[src/rtl/n64adv2_rst_sequencer_pkg.sv]
// rtl/n64adv2_rst_sequencer_pkg.sv - state encodings, reset source IDs and fixed-priority grant helpers
package n64adv2_rst_sequencer_pkg;

    typedef enum logic [2:0] {
        ST_IDLE     = 3'd0,
        ST_ALIGN    = 3'd1,
        ST_ASSERT   = 3'd2,
        ST_COOLDOWN = 3'd3,
        ST_EXTERN   = 3'd4
    } rstseq_state_t;

    typedef logic [1:0] rstsrc_t;

    localparam rstsrc_t RSTSRC_IGR  = 2'd0;
    localparam rstsrc_t RSTSRC_CPU  = 2'd1;
    localparam rstsrc_t RSTSRC_AUX  = 2'd2;
    localparam rstsrc_t RSTSRC_NONE = 2'd3;

    // Lowest index wins; RSTSRC_NONE when nothing is eligible.
    function automatic rstsrc_t prio_src(input logic [2:0] eligible);
        if (eligible[0])
            return RSTSRC_IGR;
        else if (eligible[1])
            return RSTSRC_CPU;
        else if (eligible[2])
            return RSTSRC_AUX;
        else
            return RSTSRC_NONE;
    endfunction

    function automatic logic [2:0] src_onehot(input rstsrc_t src);
        case (src)
            RSTSRC_IGR: return 3'b001;
            RSTSRC_CPU: return 3'b010;
            RSTSRC_AUX: return 3'b100;
            default:    return 3'b000;
        endcase
    endfunction

endpackage

[src/rtl/n64adv2_rst_sequencer_sync.sv]
// rtl/n64adv2_rst_sequencer_sync.sv - two-flop synchronizer with configurable reset preset
module n64adv2_rst_sequencer_sync #(
    parameter int              WIDTH     = 1,
    parameter logic [WIDTH-1:0] RESET_VAL = '1
) (
    input  logic             clk,
    input  logic             nrst,
    input  logic [WIDTH-1:0] reg_i,
    output logic [WIDTH-1:0] reg_o
);

    logic [WIDTH-1:0] meta;

    always_ff @(posedge clk or negedge nrst) begin
        if (!nrst) begin
            meta  <= RESET_VAL;
            reg_o <= RESET_VAL;
        end else begin
            meta  <= reg_i;
            reg_o <= meta;
        end
    end

endmodule

[src/rtl/n64adv2_rst_sequencer.sv]
// rtl/n64adv2_rst_sequencer.sv - N64 reset request arbiter/sequencer; vsync alignment under N64ADV2_RST_VSYNC_ALIGN_EN
module n64adv2_rst_sequencer
    import n64adv2_rst_sequencer_pkg::*;
#(
    parameter logic [23:0] HOLD_CYCLES     = 24'd11_200_000,
    parameter logic [23:0] COOLDOWN_CYCLES = 24'd4_870_000,
    parameter logic [20:0] ALIGN_TIMEOUT   = 21'd1_200_000
) (
    input  logic       N64_CLK_i,
    input  logic       CTRL_nRST,
    input  logic [2:0] req_i,
    input  logic [2:0] enable_i,
    input  logic       nVSYNC_i,
    input  logic       rst_sense_i,
    output logic       rst_drv_o,
    output logic [2:0] ack_o,
    output logic       busy_o,
    output logic       ext_rst_o,
    output logic [1:0] src_o
);

    localparam logic [23:0] HOLD_LOAD = HOLD_CYCLES - 24'd1;
    localparam logic [23:0] COOL_LOAD = COOLDOWN_CYCLES - 24'd1;

    rstseq_state_t state;
    logic [23:0]   cnt;
    logic [2:0]    armed;
    logic          sense_s;

    logic [2:0]    eligible;
    rstsrc_t       grant_src;
    logic [2:0]    grant_mask;
    logic          take_grant;

    n64adv2_rst_sequencer_sync #(
        .WIDTH     (1),
        .RESET_VAL (1'b1)
    ) u_sense_sync (
        .clk   (N64_CLK_i),
        .nrst  (CTRL_nRST),
        .reg_i (rst_sense_i),
        .reg_o (sense_s)
    );

`ifdef N64ADV2_RST_VSYNC_ALIGN_EN
    localparam logic [23:0] ALIGN_LOAD = {3'd0, ALIGN_TIMEOUT} - 24'd1;

    logic nvsync_q;
    logic vs_fall_q;

    always_ff @(posedge N64_CLK_i or negedge CTRL_nRST) begin
        if (!CTRL_nRST) begin
            nvsync_q  <= 1'b1;
            vs_fall_q <= 1'b0;
        end else begin
            nvsync_q  <= nVSYNC_i;
            vs_fall_q <= nvsync_q & ~nVSYNC_i;
        end
    end
`else
    logic unused_align;
    assign unused_align = ^{nVSYNC_i, ALIGN_TIMEOUT};
`endif

    // A requester re-arms only after its request has been seen low, so a held level cannot retrigger.
    assign eligible   = req_i & enable_i & armed;
    assign grant_src  = prio_src(eligible);
    assign grant_mask = src_onehot(grant_src);
    assign take_grant = (state == ST_IDLE) && sense_s && (|eligible);

    always_ff @(posedge N64_CLK_i or negedge CTRL_nRST) begin
        if (!CTRL_nRST) begin
            state     <= ST_IDLE;
            cnt       <= 24'd0;
            armed     <= 3'b000;
            src_o     <= RSTSRC_NONE;
            rst_drv_o <= 1'b0;
            ack_o     <= 3'b000;
            busy_o    <= 1'b0;
            ext_rst_o <= 1'b0;
        end else begin
            ack_o <= 3'b000;
            armed <= (armed | ~req_i) & ~(take_grant ? grant_mask : 3'b000);

            case (state)
                ST_IDLE: begin
                    if (!sense_s) begin
                        state     <= ST_EXTERN;
                        ext_rst_o <= 1'b1;
                        busy_o    <= 1'b1;
                    end else if (take_grant) begin
                        src_o  <= grant_src;
                        busy_o <= 1'b1;
`ifdef N64ADV2_RST_VSYNC_ALIGN_EN
                        state  <= ST_ALIGN;
                        cnt    <= ALIGN_LOAD;
`else
                        state     <= ST_ASSERT;
                        cnt       <= HOLD_LOAD;
                        rst_drv_o <= 1'b1;
`endif
                    end
                end

`ifdef N64ADV2_RST_VSYNC_ALIGN_EN
                ST_ALIGN: begin
                    if (vs_fall_q || cnt == 24'd0) begin
                        state     <= ST_ASSERT;
                        cnt       <= HOLD_LOAD;
                        rst_drv_o <= 1'b1;
                    end else begin
                        cnt <= cnt - 24'd1;
                    end
                end
`endif

                ST_ASSERT: begin
                    if (cnt == 24'd0) begin
                        state     <= ST_COOLDOWN;
                        cnt       <= COOL_LOAD;
                        rst_drv_o <= 1'b0;
                        ack_o     <= src_onehot(src_o);
                    end else begin
                        cnt <= cnt - 24'd1;
                    end
                end

                ST_COOLDOWN: begin
                    if (cnt == 24'd0) begin
                        state  <= ST_IDLE;
                        busy_o <= 1'b0;
                    end else begin
                        cnt <= cnt - 24'd1;
                    end
                end

                // User is holding the console reset; wait for release, then lock out like our own reset.
                ST_EXTERN: begin
                    if (sense_s) begin
                        state     <= ST_COOLDOWN;
                        cnt       <= COOL_LOAD;
                        ext_rst_o <= 1'b0;
                    end
                end

                default: begin
                    state     <= ST_IDLE;
                    cnt       <= 24'd0;
                    rst_drv_o <= 1'b0;
                    busy_o    <= 1'b0;
                    ext_rst_o <= 1'b0;
                end
            endcase
        end
    end

endmodule
[config.mk]
export PLATFORM = sky130hd
export DESIGN_NAME = n64adv2_rst_sequencer
export DESIGN_NICKNAME = d
export VERILOG_FILES = /design/src/rtl/n64adv2_rst_sequencer_pkg.sv /design/src/rtl/n64adv2_rst_sequencer_sync.sv /design/src/rtl/n64adv2_rst_sequencer.sv
export SDC_FILE = /design/constraint.sdc
export NUM_CORES = 1
export LEC_CHECK = 0
export ABC_AREA = 1
export CORE_ASPECT_RATIO = 0.75
export CORE_MARGIN = 10
export CORE_UTILIZATION = 46
export CTS_CLUSTER_DIAMETER = 80
export DETAILED_ROUTE_END_ITERATION = 8
export SKIP_LAST_GASP = 1
export SLEW_MARGIN = 20
export SYNTH_ARGS = -nofsm -noshare
export SYNTH_HDL_FRONTEND = slang
export SYNTH_HIERARCHICAL = 1
export SYNTH_SLANG_ARGS = --single-unit
[constraint.sdc]
create_clock -name N64_CLK_i -period 1.7 [get_ports N64_CLK_i]
set_input_delay 0.255 -clock N64_CLK_i [delete_from_list [all_inputs] [get_ports N64_CLK_i]]
set_output_delay 0.255 -clock N64_CLK_i [all_outputs]
set_load 0.01 [all_outputs]
# Yosys cells after proc, flatten, opt, wreduce, memory -nomap -nowiden
# Cells that the tools add are included.
[classes]
n_addsub = 1
multipliers = 0
div_mod_pow = 0
n_lt_le_gt_ge = 0
n_eq_ne = 15
shifts = 0
mux = 29
n_bitwise = 9
reduce_logical = 16
[ops]
columns = ["operator", "count"]
rows = [
  ["$mux W24", 5],
  ["$pmux W24 S4", 1],
  ["$logic_not A24 Y1", 1],
  ["$mux W3", 8],
  ["$sub A24 B1 Y24 const B", 1],
  ["$pmux W3 S3", 2],
  ["$pmux W3 S4", 1],
  ["$reduce_and A4 Y1", 3],
  ["$ne A2 B2 Y1 const B", 5],
  ["$and A3 B3 Y3", 3],
  ["$pmux W1 S3", 3],
  ["$reduce_and A3 Y1", 3],
  ["$mux W1", 7],
  ["$eq A3 B2 Y1 const B", 2],
  ["$not A3 Y3", 2],
  ["$reduce_or A2 Y1", 3],
  ["$eq A2 B1 Y1 const B", 2],
  ["$eq A2 B2 Y1 const B", 2],
  ["$logic_not A2 Y1", 2],
  ["$mux W2", 2],
  ["$ne A2 B1 Y1 const B", 2],
  ["$eq A3 B3 Y1 const B", 1],
  ["$logic_not A3 Y1", 1],
  ["$ne A3 B3 Y1 const B", 1],
  ["other kinds (4)", 7],
]
[word_totals]
reg_bits = 40
latch_bits = 0
mem_bits_rw = 0
rom_bits = 0
input_bits = 10
out_inout_bits = 8
mem_count = 0

# Depth between registers and ports, before layout
# Gate-level depths: netlist of run 1.
[logic_depth]
word_depth = 10
depth_mapped = 12
depth_no_buf = 12

# Hierarchy
# Netlist of run 1, hierarchy kept.
[by_module_without_submodules]
columns = ["module", "n_inst", "cells_per_inst", "area_per_inst_um2", "seq_area_each_um2"]
rows = [
  ["n64adv2_rst_sequencer", 1, 341, 2533.7, 953.4],
  ["n64adv2_rst_sequencer_sync", 1, 2, 52.6, 52.6],
]

# Worst setup path before layout of run 1
# No wires, ideal clock.
[synth_timing]
path_type = "flip-flop to flip-flop"
start = "reg cnt[0]"
end = "reg cnt[10]"
t_arrival_ns = 1.401
path_slack_ns = 0.180
stages_incl_launch_ff = 11
path_buffers = 1
period_less_slack_ns = 1.520
cell_sequence = "dfrtp_1 -> inv_1 -> ha_1 -> nand2_1 -> nor2_2 -> nand4_2 -> nand3_4 -> inv_4 -> buf_12 -> nand2_1 -> o21ai_2"
[synth_via]
elab_chain_len = 3
word_cells_on_any_way = 7
classes_between = "1 x add/sub; 1 x eq/ne; 3 x mux; 2 x reduce/logical"
[synth_rtl]
columns = ["element", "line", "source"]
rows = [
  ["start: declaration", "n64adv2_rst_sequencer.sv:26", "logic [23:0] cnt;"],
  ["start signal: assignment", "n64adv2_rst_sequencer.sv:124", "cnt <= cnt - 24'd1;"],
  ["start signal: assignment", "n64adv2_rst_sequencer.sv:133", "cnt <= cnt - 24'd1;"],
  ["$sub A24 B1 Y24 / $logic_not A24 Y1 (equally long branches)", "--", ""],
  ["$mux W24, or another cell as far along", "n64adv2_rst_sequencer.sv:129", "if (cnt == 24'd0) begin"],
  ["$pmux W24 S4 / $reduce_and A4 Y1 (equally long branches)", "--", ""],
]
# Several ways; a longest one is shown, not always the timed one. The select of a mux whose other input is x is not followed.
# A chain may end at the register's enable or synchronous reset.

# Final worst setup path of run 1
[layout_timing]
start = "reg src_o[1]"
end = "out src_o[1]"
[layout_lines]
columns = ["element", "line", "source"]
rows = [
  ["start: declaration", "n64adv2_rst_sequencer.sv:19", "output logic [1:0] src_o"],
  ["start signal: assignment", "n64adv2_rst_sequencer.sv:92", "src_o <= grant_src;"],
]
# No word-level cell between the ends.

==> impl_metrics.env, run 1 <==
export IMPL_status="finished, final reports clean"
export IMPL_maximum_number_of_pins_on_one_net_before_global_route_repair=41
export IMPL_critPathTopFamily="flip-flops"
export IMPL_placement_rows=23
export IMPL_netlist_top_cells_count="sky130_fd_sc_hd__nand2_1 (93), sky130_fd_sc_hd__inv_1 (39), sky130_fd_sc_hd__nor2_1 (37), sky130_fd_sc_hd__dfrtp_1 (36), sky130_fd_sc_hd__nand3_1 (26)"
export IMPL_cellLeakagePower_uw=0.00170
export IMPL_share_of_cell_area_taken_by_muxes_after_synthesis_pct=0
export IMPL_detail_routed_via_count_per_cell=5.06
export IMPL_filler_cell_count=461
export IMPL_synth_edf_count=0
export IMPL_synth_top_flop_cell="sky130_fd_sc_hd__dfrtp_1"
export IMPL_clk_pin_slew_worst_paths_ns=0.08
export IMPL_syn_mean_instance_area_um2=7.54
export IMPL_start_util_pct=48.1
export IMPL_placed_cells_incl_taps=465
export IMPL_setup_violations=0
export IMPL_vdd_ir_drop_worst_uv=1100
export IMPL_final_layout_size_suffix_gt1_share_pct=34.1
export IMPL_fin_setup_tns_ns=0
export IMPL_clockRootBuffer="sky130_fd_sc_hd__clkbuf_8"
export IMPL_cpMaxStageDelayCell="sky130_fd_sc_hd__dfstp_2"
export IMPL_synthDominantCellAreaShare_pct=34.8
export IMPL_critical_path_max_stage_delay_ns=0.56
export IMPL_worst_ep_required_time_ns=1.44
export IMPL_timing_critical_path_fanout_max=4
export IMPL_holdBufCountCts=0
export IMPL_vias=2468
export IMPL_detail_route_wl_per_cell_um=14.4
export IMPL_clk_latency_ns=0.31
export IMPL_crit_path_start="src_o[1]$_DFFE_PN1P_"
export IMPL_power_per_cell_area_mw_per_mm2=1970
export IMPL_crit_chain="clkdlybuf4s50_1"
export IMPL_dieArea_mm2=0.00905
export IMPL_synth_distinct_cells=36
export IMPL_ioPinCount=18
export IMPL_end_kind="output pin"
export IMPL_cts_num_sinks=40
export IMPL_hold_viol_final=0
export IMPL_synthAdderAreaFrac_pct=0.968
export IMPL_grt_pass1_wl_mm=11.2
export IMPL_drcViolationCount=0
export IMPL_yosys_warnings=6
export IMPL_cts_max_level=2
export IMPL_synth_xor_area_share_pct=3.39
export IMPL_first_global_vias=2240
export IMPL_worst_slew_margin_rel_pct=64.8
export IMPL_gp_congestion=0.934
export IMPL_setup_repair_after_global_routing_missed_its_margin="yes"
export IMPL_synth_seq_cells=40
export IMPL_dr_first_iter_drc_count=159
export IMPL_track_usage_pct=15.1
export IMPL_post_route_util_pct=65.1
export IMPL_antenna_found_initial=0
export IMPL_chipWidth_um=107
export IMPL_flow_area_growth_from_synthesis_pct=35.4
export IMPL_port_buffers=16
export IMPL_number_of_iterations_in_the_first_detailed_routing_pass=4
export IMPL_yosysTopAreaCell="sky130_fd_sc_hd__dfrtp_1"
export IMPL_timing_critical_path_buf_inv=1
export IMPL_postRouteAntennaNets=0
export IMPL_placed_cell_area_mm2=0.00308
export IMPL_totalWireLength_mm=7.00
export IMPL_fin_nets=424
export IMPL_dominant_combinational_cell_family_by_area_after_synthesis="simple AND/OR/NAND/NOR gates"
export IMPL_core_area_mm2=0.00538
export IMPL_fmax_mhz=602
export IMPL_non_filler_instance_count_after_layout=488
export IMPL_post_synth_instance_area_mm2=0.00259
export IMPL_tightest_slew_ns=0.528
export IMPL_worstSetupPathType="reg2out"
export IMPL_total_power_uw=6890
export IMPL_ranking_of_synthesized_cells_by_area="sky130_fd_sc_hd__dfrtp_1 (35%), sky130_fd_sc_hd__nand2_1 (13%), sky130_fd_sc_hd__inv_1 (5.7%)"
export IMPL_tritoncts="yes"
export IMPL_most_instantiated_library_cell_after_synthesis="sky130_fd_sc_hd__nand2_1"
export IMPL_post_dp_hpwl_mm=4.96
export IMPL_synth_net_count=355
export IMPL_min_period_over_period_pct=97.8
export IMPL_total_count_of_max_transition_violations_in_the_final_report=0
export IMPL_hp_class="in2async"
export IMPL_crit_reg2reg_launch="cnt[5]$_DFFE_PN0P_"
export IMPL_synth_cells=343
export IMPL_max_cap_viol_count=0
export IMPL_worst_setup_path_start_kind="flip-flop"
export IMPL_clock_tree_buffer_depth=2
export IMPL_chip_height_um=84.9
export IMPL_postLayoutCellArea_mm2=0.00350
export IMPL_synth_yosys_seq_area_share_pct=38.9
export IMPL_n_antenna_cell=0
export IMPL_numCtsBuffers=5
export IMPL_synthSimpleGateAreaFrac_pct=37.0
export IMPL_skew_ns=0.00594
export IMPL_min_period_ns=1.66
export IMPL_arrival_ns=1.41
export IMPL_gr_total_overflow=0
export IMPL_synth_compound_gate_area_share_pct=10.8
export IMPL_synth_async_reset_ratio_pct=100
[registers in the layout, indices dropped and copies added (netlist names)]
register,cells
ack_o,3
armed,3
busy_o,1
cnt,24
ext_rst_o,1
rst_drv_o,1
src_o,2
state,3
u_sense_sync/meta,1
u_sense_sync/reg_o,1
[path summary, 6_finish.rpt]
check / to / slack [ns] / cells past startpoint
max reg2reg: cnt[10]$_DFFE_PN0P_ / 0.06 / 10
min reg2reg: u_sense_sync/reg_o$_DFF_PN1_ / 0.36 / 0
max: src_o[1] / 0.04 / 1
min in group N64_CLK_i: u_sense_sync/meta$_DFF_PN1_ / 0.35 / 1
min: armed[1]$_DFF_PN0_ / 0.0002 / 2
max in group asynchronous: cnt[8]$_DFFE_PN0P_ / 1.30 / 2
[layout make-up]
cell class                 instances  area (um2)  share of cell area (%)
tap                               75        93.8                    2.68
timing repair buffer              66         581                    16.6
multi-input combinational        255        1530                    43.8
inverter                          44         168                    4.79
clock inverter                     3        42.5                    1.21
sequential                        40        1010                    29.0
clock buffer                       5        68.8                    1.96
[layer usage]
| layer | track usage [%] | part of all wire, % |
|---|---|---|
| met1 | 22.5 | 50 |
| met2 | 20.9 | 43 |
| met3 | 3.02 | 5.4 |
| met4 | 4.66 | 0.99 |
| met5 | 0 | 0 |
[report_power, final]
group	internal [uW]	total [uW]	leakage, uW	switching, uW
combinational	1890	4400	0.00116	2510
clock	435	812	0.0000541	377
sequential	1310	1670	0.000484	362
[cells by family after synthesis]
family / after synthesis
adder cells (fa/ha/maj): 2
XOR/XNOR: 10
AND/OR/NAND/NOR: 197
AO/OA/AOI/OAI: 45
flip-flops: 40
buffers and inverters: 49
[cells in the final DEF (no fill, tap or decap), drive strengths merged]
| cell type | instances |
|---|---|
| nand2 | 103 |
| buf | 51 |
| nor2 | 51 |
| inv | 44 |
| dfrtp | 36 |
| nand3 | 28 |
| o21ai | 28 |
| clkdlybuf4s50 | 15 |
| a21oi | 13 |
| nand4 | 8 |
| xor2 | 6 |
| clkbuf | 5 |
| nand3b | 4 |
| xnor2 | 4 |
| dfstp | 4 |
| nor3 | 3 |
| ha | 2 |
| nor4 | 1 |
| o21a | 1 |
| a22oi | 1 |
| a21boi | 1 |
| o21bai | 1 |
| clkinv | 1 |
| clkinvlp | 1 |
| bufinv | 1 |
[metrics by stage]
step | hold slack [ns] | setup WS, ns
finish | 0.000163 | 0.0377
global route | 0.0520 | -0.0450
CTS | 0.0205 | -0.00727
detailed placement | 0.348 | -0.147
global placement | 0.348 | -0.106
floorplan | -0.0406 | 0.180
[repair_timing]
item / CTS / global route
setup endpoints to repair: 8 / 27
gates resized for setup: 2 / 46
pin swaps: 1 / 12
endpoints found under the hold margin: 0 / 0
cloned: 0 / 1
setup buffers: 2 / 12
(Power assumes the default switching activity.)
==> run 2: changes to the inputs <==
--- a/config.mk
+++ b/config.mk
@@ -6,11 +6,14 @@
 export NUM_CORES = 1
 export LEC_CHECK = 0
 export ABC_AREA = 1
+export CELL_PAD_IN_SITES_DETAIL_PLACEMENT = 0
+export CELL_PAD_IN_SITES_GLOBAL_PLACEMENT = 1
 export CORE_ASPECT_RATIO = 0.75
 export CORE_MARGIN = 10
-export CORE_UTILIZATION = 46
+export CORE_UTILIZATION = 44
 export CTS_CLUSTER_DIAMETER = 80
 export DETAILED_ROUTE_END_ITERATION = 8
+export PLACE_DENSITY_LB_ADDON = 0.1
 export SKIP_LAST_GASP = 1
 export SLEW_MARGIN = 20
 export SYNTH_ARGS = -nofsm -noshare
==> run 2 against run 1 <==
Hold slack gained 0.35 ns. Register-to-register slack worse by 0.02 ns. Core utilization decreased by 4.7 points. Die area grew 3.6%. Non-clock buffer count increased by 9. Sequential power decreased by 2%. Setup slack got worse by 0.0020 ns. Power shrank 2.6%. Cell area down 0.57%. Critical path type is now reg2reg. Critical endpoint is now cnt[3]$_DFFE_PN0P_.
==> impl_metrics.env, run 2 (synthesis results as in run 1) <==
export IMPL_min_period_ns=1.66
export IMPL_core_area_mm2=0.00577
export IMPL_multi_input_comb_area_mm2=0.00148
export IMPL_cellLeakagePower_uw=0.00172
export IMPL_clk_latency_ns=0.30
export IMPL_timing_critical_path_fanout_max=5
export IMPL_fin_setup_tns_ns=0
export IMPL_clockRootBuffer="sky130_fd_sc_hd__clkbuf_8"
export IMPL_grt_most_used_layer="met2"
export IMPL_gr_total_overflow=0
export IMPL_number_of_iterations_in_the_first_detailed_routing_pass=4
export IMPL_cpMaxStageDelayCell="sky130_fd_sc_hd__dfrtp_1"
export IMPL_ioPinCount=18
export IMPL_min_period_over_period_pct=97.9
export IMPL_r2r_cells=10
export IMPL_worstHoldStart="rst_sense_i"
export IMPL_worst_ep_required_time_ns=1.94
export IMPL_drcViolationCount=0
export IMPL_met2_track_utilization_from_global_routing_pct=22.6
export IMPL_largest_register_ffs=24
export IMPL_power_frac_comb_pct=65.5
export IMPL_crit_path_start="cnt[1]$_DFFE_PN0P_"
export IMPL_worst_setup_path_start_kind="flip-flop"
export IMPL_layout_commonest_cell="sky130_fd_sc_hd__nand2_1"
export IMPL_met3_resource_use_gr_pct=3.19
export IMPL_netSwitchingFraction_pct=47.3
export IMPL_final_cell_mix="sky130_fd_sc_hd__nand2_1 (85), sky130_fd_sc_hd__buf_4 (54), sky130_fd_sc_hd__inv_1 (36), sky130_fd_sc_hd__dfrtp_1 (35), sky130_fd_sc_hd__nor2_1 (33)"
export IMPL_n_antenna_cell=0
export IMPL_fmax_mhz=601
export IMPL_gr_layer_usage_met1_pct=22.1
export IMPL_tightest_slew_ns=0.580
export IMPL_totalWireLength_mm=7.01
export IMPL_max_cap_viol_count=0
export IMPL_regMostFlops="cnt"
export IMPL_tritoncts="yes"
export IMPL_grt_pass1_wl_mm=11.3
export IMPL_detail_routed_via_count_per_cell=4.88
export IMPL_crit_reg2reg_launch="cnt[1]$_DFFE_PN0P_"
export IMPL_ff_latch_area_mm2=0.00101
export IMPL_power_share_sequential_pct=24.3
export IMPL_gp_congestion=0.885
export IMPL_setup_repair_after_global_routing_missed_its_margin="yes"
export IMPL_flow_area_growth_from_synthesis_pct=34.6
export IMPL_end_kind="flip-flop"
export IMPL_cts_num_sinks=40
export IMPL_chipWidth_um=109
export IMPL_crit_chain="inv_2 -> ha_4 -> buf_6 -> nand4_1 -> nor2_2 -> nand3_2 -> nand2_4 -> buf_6 -> o21ai_1 -> o21ai_2"
export IMPL_cts_max_level=2
export IMPL_clockPowerShare_pct=10.3
export IMPL_arrival_ns=1.90
export IMPL_total_switching_power_uw=3170
export IMPL_placed_cells_incl_taps=486
export IMPL_hold_viol_final=0
export IMPL_fin_nets=433
export IMPL_track_usage_pct=15.2
export IMPL_final_layout_size_suffix_gt1_share_pct=33.6
export IMPL_clock_tree_buffer_depth=2
export IMPL_status="finished, final reports clean"
export IMPL_vdd_ir_drop_worst_uv=1090
export IMPL_maximum_number_of_pins_on_one_net_before_global_route_repair=26
export IMPL_critical_path_max_stage_delay_ns=0.39
export IMPL_whs_path_depth=1
export IMPL_power_per_cell_area_mw_per_mm2=1930
export IMPL_non_filler_instance_count_after_layout=500
export IMPL_vias=2439
export IMPL_dr_first_iter_drc_count=101
export IMPL_internal_power_uw=3530
export IMPL_worstSetupPathType="reg2reg"
export IMPL_antenna_found_initial=0
export IMPL_worst_path_most_repeated_cell="sky130_fd_sc_hd__buf_6"
export IMPL_hp_class="in2reg"
export IMPL_post_dp_hpwl_mm=5.34
export IMPL_first_global_vias=2272
export IMPL_numCtsBuffers=5
export IMPL_clk_pin_slew_worst_paths_ns=0.09
export IMPL_total_count_of_max_transition_violations_in_the_final_report=0
export IMPL_placement_rows=24
export IMPL_skew_ns=0.00749
export IMPL_chip_height_um=86.4
export IMPL_port_buffers=16
export IMPL_detail_route_wl_per_cell_um=14.0
export IMPL_dieArea_mm2=0.00938
export IMPL_postRouteAntennaNets=0
export IMPL_filler_cell_count=555
export IMPL_setup_violations=0
export IMPL_worst_slew_margin_rel_pct=61.3
export IMPL_start_util_pct=44.9
[run 2: cell count changes in the layout (fill, tap and decap cells not counted), sizes merged]
cell / previous run / this run
buf: 51 / 59
bufinv: 1 / 0
clkbuf: 5 / 6
clkinv: 1 / 0
clkinvlp: 1 / 2
dlygate4sd3: 0 / 1
[run 2: path summary, 6_finish.rpt]
check,endpoint,slack [ns]
max,cnt[3]$_DFFE_PN0P_,0.04
min,u_sense_sync/meta$_DFF_PN1_,0.35
min in group asynchronous,armed[2]$_DFF_PN0_,0.48
max reg2reg,cnt[3]$_DFFE_PN0P_,0.04
max in group asynchronous,cnt[13]$_DFFE_PN0P_,0.60
min reg2reg,u_sense_sync/reg_o$_DFF_PN1_,0.36
[run 2: repair_timing]
item                                    CTS  global route
buffers inserted                          0             4
pin swaps                                 1            10
gates cloned                              0             1
endpoints found under the setup margin    4            28
hold buffers                              1             0
hold endpoints to repair                 20             0
resized for setup                         1            37
[run 2: cell type report]
type                            count  share of cell area [%]
Timing Repair Buffer               75                    17.9
Inverter                           44                    4.96
Tap cell                           78                    2.80
Multi-Input combinational cell    255                    42.6
Clock inverter                      2                   0.431
Clock buffer                        6                    2.37
Sequential cell                    40                    28.9
[run 2: metrics by stage]
stage | power (uW) | hold slack [ns] | area, um2 | util [%] | setup WS [ns]
after floorplan | 4130 | -0.0406 | 2590 | - | 0.180
after global placement | 5510 | 0.289 | 3190 | 55.4 | -0.142
after detailed placement | 5560 | 0.291 | 3190 | 55.4 | -0.149
after CTS | 6270 | 0.343 | 3300 | 57.3 | -0.00477
after global routing | 7300 | 0.365 | 3480 | 60.4 | -0.0764
final | 6700 | 0.349 | 3480 | 60.4 | 0.0357
[run 2: metal layers]
layer	vias up	part of all wire, %	wire, um
li1	1255	-	-
met1	1126	51	3570
met2	55	43	2990
met3	3	5.9	416
met4	0	0.36	25
met5	-	0	0
[run 2: critical path: cells and delay by family (launching register included)]
family                   cells  cell delay (ns)
adder cells (fa/ha/maj)      1             0.16
buffers and inverters        3             0.31
flip-flops                   1             0.39
AO/OA/AOI/OAI                2             0.12
AND/OR/NAND/NOR              4             0.61
[run 2: power by group through the flow]
stage	combinational (uW)	sequential (uW)	clock, uW
global route	4880	1680	743
CTS	3970	1590	704
floorplan	2540	1590	0
detailed placement	3940	1610	0
finish	4390	1630	688
global placement	3910	1600	0
